--- config.mk ---
export PLATFORM = sky130hd
export DESIGN_NAME = onehot_stream_decoder
export DESIGN_NICKNAME = d
export VERILOG_FILES = /design/src/rtl/onehot_stream_decoder.sv
export SDC_FILE = /design/constraint.sdc
export NUM_CORES = 1
export LEC_CHECK = 0
export BUFFER_PORTS_ARGS = -buffer_cell sky130_fd_sc_hd__buf_2
export CAP_MARGIN = 40
export CORE_UTILIZATION = 48
export DETAILED_ROUTE_END_ITERATION = 10
export GPL_ROUTABILITY_DRIVEN = 0
export GPL_TIMING_DRIVEN = 0
export PLACE_DENSITY = 0.77
export REMOVE_ABC_BUFFERS = 1
export SKIP_LAST_GASP = 1
export SLEW_MARGIN = 10
export SYNTH_ARGS = -nofsm -noshare
export SYNTH_HDL_FRONTEND = slang
export SYNTH_SLANG_ARGS = --single-unit
--- constraint.sdc ---
create_clock -name clk -period 1.5 [get_ports clk]
set_input_delay 0.225 -clock clk [delete_from_list [all_inputs] [get_ports clk]]
set_output_delay 0.225 -clock clk [all_outputs]
set_load 0.01 [all_outputs]
--- src/rtl/onehot_stream_decoder.sv ---
// rtl/onehot_stream_decoder.sv - streaming binary-to-one-hot decoder with 2-entry skid buffer and saturating word counter
// Optional feature macro: DEC_PARITY_EN (adds in_par/par_err, drops words with bad even parity)
module onehot_stream_decoder #(
  parameter int CODE_W = 2,
  parameter int CNT_W  = 8,
  localparam int N_OUT = 2 ** CODE_W
) (
  input  logic              clk,
  input  logic              rst_n,
  input  logic              in_valid,
  output logic              in_ready,
  input  logic [CODE_W-1:0] in_code,
`ifdef DEC_PARITY_EN
  input  logic              in_par,
  output logic              par_err,
`endif
  output logic              out_valid,
  input  logic              out_ready,
  output logic [N_OUT-1:0]  out_onehot,
  output logic [CODE_W-1:0] out_code,
  input  logic              cnt_clr,
  output logic [CNT_W-1:0]  word_cnt
);

  // Stage occupancy: output register only, or output register plus skid.
  typedef enum logic [1:0] {
    ST_EMPTY = 2'd0,
    ST_ONE   = 2'd1,
    ST_TWO   = 2'd2
  } state_t;

  state_t             state_q, state_d;
  logic [CODE_W-1:0]  out_code_q, out_code_d;
  logic [CODE_W-1:0]  skid_code_q, skid_code_d;
  logic [CNT_W-1:0]   cnt_q, cnt_d;

  logic accept;
  logic consume;
  logic code_ok;
  logic fwd;

  // Ready depends only on registered occupancy, so no path from out_ready.
  assign in_ready  = (state_q != ST_TWO);
  assign out_valid = (state_q != ST_EMPTY);
  assign accept    = in_valid & in_ready;
  assign consume   = out_valid & out_ready;
  assign fwd       = accept & code_ok;

  assign out_code   = out_code_q;
  assign out_onehot = out_valid ? ({{(N_OUT-1){1'b0}}, 1'b1} << out_code_q) : '0;
  assign word_cnt   = cnt_q;

`ifdef DEC_PARITY_EN
  logic par_err_q, par_err_d;

  assign code_ok = ~(^{in_code, in_par});
  assign par_err = par_err_q;

  // Sticky flag: any accepted word with odd overall parity sets it until reset.
  always_comb begin
    par_err_d = par_err_q | (accept & ~code_ok);
  end

  // Parity error flag register.
  always_ff @(posedge clk) begin
    if (!rst_n) par_err_q <= 1'b0;
    else        par_err_q <= par_err_d;
  end
`else
  assign code_ok = 1'b1;
`endif

  // Occupancy next-state and data steering; skid always drains before new input.
  always_comb begin
    state_d     = state_q;
    out_code_d  = out_code_q;
    skid_code_d = skid_code_q;
    case (state_q)
      ST_EMPTY: begin
        if (fwd) begin
          out_code_d = in_code;
          state_d    = ST_ONE;
        end
      end
      ST_ONE: begin
        if (consume) begin
          if (fwd) out_code_d = in_code;
          else     state_d    = ST_EMPTY;
        end else if (fwd) begin
          skid_code_d = in_code;
          state_d     = ST_TWO;
        end
      end
      ST_TWO: begin
        if (consume) begin
          out_code_d = skid_code_q;
          state_d    = ST_ONE;
        end
      end
      default: state_d = ST_EMPTY;
    endcase
  end

  // Delivered-word counter: clear wins over increment, saturates at all-ones.
  always_comb begin
    cnt_d = cnt_q;
    if (cnt_clr)                            cnt_d = '0;
    else if (consume && (cnt_q != '1))      cnt_d = cnt_q + CNT_W'(1);
  end

  // Pipeline and counter registers.
  always_ff @(posedge clk) begin
    if (!rst_n) begin
      state_q     <= ST_EMPTY;
      out_code_q  <= '0;
      skid_code_q <= '0;
      cnt_q       <= '0;
    end else begin
      state_q     <= state_d;
      out_code_q  <= out_code_d;
      skid_code_q <= skid_code_d;
      cnt_q       <= cnt_d;
    end
  end

endmodule

==> results.cfg <==
[status]
status = complete, no violations

[detailed_routing]
wire_per_inst_um = 13.6
viasPerCell = 5.57
drc = 0
wl_um = 1630
vias = 668
dr.pass1.iters = 4
drt_iter0_drc = 9
ant_nets = 0

[clock_tree]
cts_made_buffers = 3
hold_buffers = 0
ctsLongestPathBuffers = 2
cts_tree = built
clkSlewWorstSetupHoldPaths_ns = 0.09
cts.sinks = 14
h-tree-depth = 1
cts_root_buf = clkbuf_4
insertion_delay_ns = 0.28

[timing]
period_needed_ns = 1.43
setup_viol = 0
finalCritPeriodShare_pct = 95.6
tns_ns = 0
rsz0062_at_grt = no
max_freq_ghz = 0.698
worst_pin_slew_ns = 0.331
drv_slew = 0
hold_viol = 0
skew_ns = 0.00979
relSlewSlack_pct = 77.9

[critical_path]
worstRegToRegCells = 5
crit_arrival_ns = 1.21
cpPeakStageDelay_ns = 0.40
crit_required_ns = 1.27
crit_slowest_cell = dfxtp_1
critPathLaunchType = flip-flop
critPathKind = reg2out
worst_setup_path_end_kind = output port
worstPathCellList = nor2_4, inv_1, and3_1, buf_2
cp_max_fo = 7

[finish]
diodes = 0
multi_input_area_um2 = 450
fin_nets = 114
fin_util_pct = 68.0
nFillCells = 118
area_delta_synth_final_pct = 28.5
final_cell_count_no_fill = 120
final_layout_size_suffix_gt1_share_pct = 35.2
final-seq-area_um2 = 284

[logic_synthesis]
synth_area_um2 = 714
synth.yosys.warnings = 0
ys_types = 29
ys_seq_elements = 14
synthCells = 79
synth_edf_count = 0
seq_area_frac_synth_pct = 39.2
async_flop_share_pct = 0
synth_ff_type = dfxtp_1
syn_avg_cell_area_um2 = 9.04

[pwr]
power_mw = 0.774
irDropWorstVdd_mv = 0.751
power_density_nw_per_um2 = 843
p_leak_nw = 0.447

[placed_design]
port_buffers = 22
dp_cells = 115
dp_hpwl_um = 1090

[floorplan]
initial_core_util_pct = 52.9
die_width_um = 40.6
io_pins = 23
die_area_um2 = 1650
die-height_um = 40.6
coreArea_um2 = 1350
rows = 13

[grt]
antenna_found_initial = 0
grt_pass1_wl_um = 2130
grt_pass1_vias = 522
grt.total_usage_pct = 20.3
grt_max_degree = 10
grt-ovfl-total = 0

[worst_hold_path]
hold_depth = 3
worstHoldPathType = in2reg

[job]
drv_cap = 0
## sequential cells by signal, summed over array words and instances, names as in the netlist
| name | flops |
|---|---|
| word_cnt | 8 |
| out_code | 2 |
| skid_code_q | 2 |
| state_q | 2 |
## area by class of cell
cell class,instances,area share [%]
well taps,15,2.04
flip-flops and latches,14,30.9
inverters,3,1.23
multi-input cells,61,49.0
repair buffers,23,12.8
clock buffers,4,3.95
## per-stage QoR
step	hold slack, ns	cell area (µm²)	setup WS (ns)
after global routing	0.206	918	0.0118
after floorplan	0.343	711	0.0890
final	0.212	918	0.0667
after detailed placement	0.501	840	0.0490
after CTS	0.208	878	0.00681
after global placement	0.494	840	0.0849
## where the power goes
part           leakage [nW]  internal [mW]  switching (mW)
Sequential            0.115          0.383          0.0168
Combinational         0.311         0.0472          0.0542
Clock                0.0210          0.148           0.126
## cells in the final DEF, fill, tap and decap left out, types with 2 or more instances in the layout
cell type / netlist / layout
buf_2: 0 / 22
nor2b_1: 3 / 3
a21oi_1: 3 / 3
o211ai_1: 2 / 2
and3_1: 3 / 3
dfxtp_2: 0 / 3
o21ai_0: 3 / 3
nand2_1: 5 / 5
nand4_1: 2 / 2
o211a_1: 2 / 2
nor3b_1: 2 / 2
mux2i_1: 7 / 7
or3_1: 2 / 2
clkbuf_4: 0 / 3
nor2_1: 7 / 6
inv_1: 3 / 3
xor2_1: 3 / 3
nand2b_1: 4 / 4
dfxtp_1: 14 / 11
## final timing paths
path                                  to                startpoint  slack (ns)
max reg2reg     word_cnt[1]$_SDFFE_PP0P_  word_cnt[0]$_SDFFE_PP0P_        0.11
min          skid_code_q[1]$_SDFFE_PN0P_                in_code[1]        0.21
max                        out_onehot[3]   state_q[0]$_SDFFE_PN0P_        0.07
min reg2reg     word_cnt[7]$_SDFFE_PP0P_  word_cnt[7]$_SDFFE_PP0P_        0.52
## cells in the mapped netlist (2+ instances only)
master | n | share of area, %
nand3_1 | 2 | 1.4
a21oi_1 | 3 | 2.1
and3_1 | 3 | 2.6
inv_1 | 3 | 1.6
nor2b_1 | 3 | 2.6
mux2i_1 | 7 | 9.8
or3_1 | 2 | 1.8
dfxtp_1 | 14 | 39
o21ai_0 | 3 | 2.1
nor3b_1 | 2 | 2.1
nor2_1 | 7 | 3.7
o211ai_1 | 2 | 2.1
xor2_1 | 3 | 3.7
nand2_1 | 5 | 2.6
nand2b_1 | 4 | 3.5
o211a_1 | 2 | 2.8
nand4_1 | 2 | 1.8
## metal layers
layer	vias to the layer above	part of all wire (%)	global-route usage (%)
met1	319	45	22.0
met2	11	50	34.9
met5	-	0	0
li1	336	-	-
met3	2	3.8	8.33
met4	0	1.0	7.50
## what timing repair did
item | CTS | global route
setup buffers | 0 | 1
endpoints found under the setup margin | 1 | 9
gates cloned | 0 | 0
pin swaps | 0 | 2
gates resized for setup | 1 | 8
## cells by family after synthesis
family                   count (synthesis)  share of synthesized area (%)
adder cells (fa/ha/maj)                  1                           1.75
flip-flops                              14                           39.2
multiplexers                             7                           9.81
buffers and inverters                    4                           2.10
XOR/XNOR                                 3                           3.68
AND/OR/NAND/NOR                         35                           27.5
AO/OA/AOI/OAI                           15                           15.9
## critical path, delay by kind of cell, from the launching register on
kind | cells | cell delay, ns
buffers and inverters | 2 | 0.19
DFF | 1 | 0.40
and+or+nand+nor | 2 | 0.33
Power figures use the tool's default switching activity.
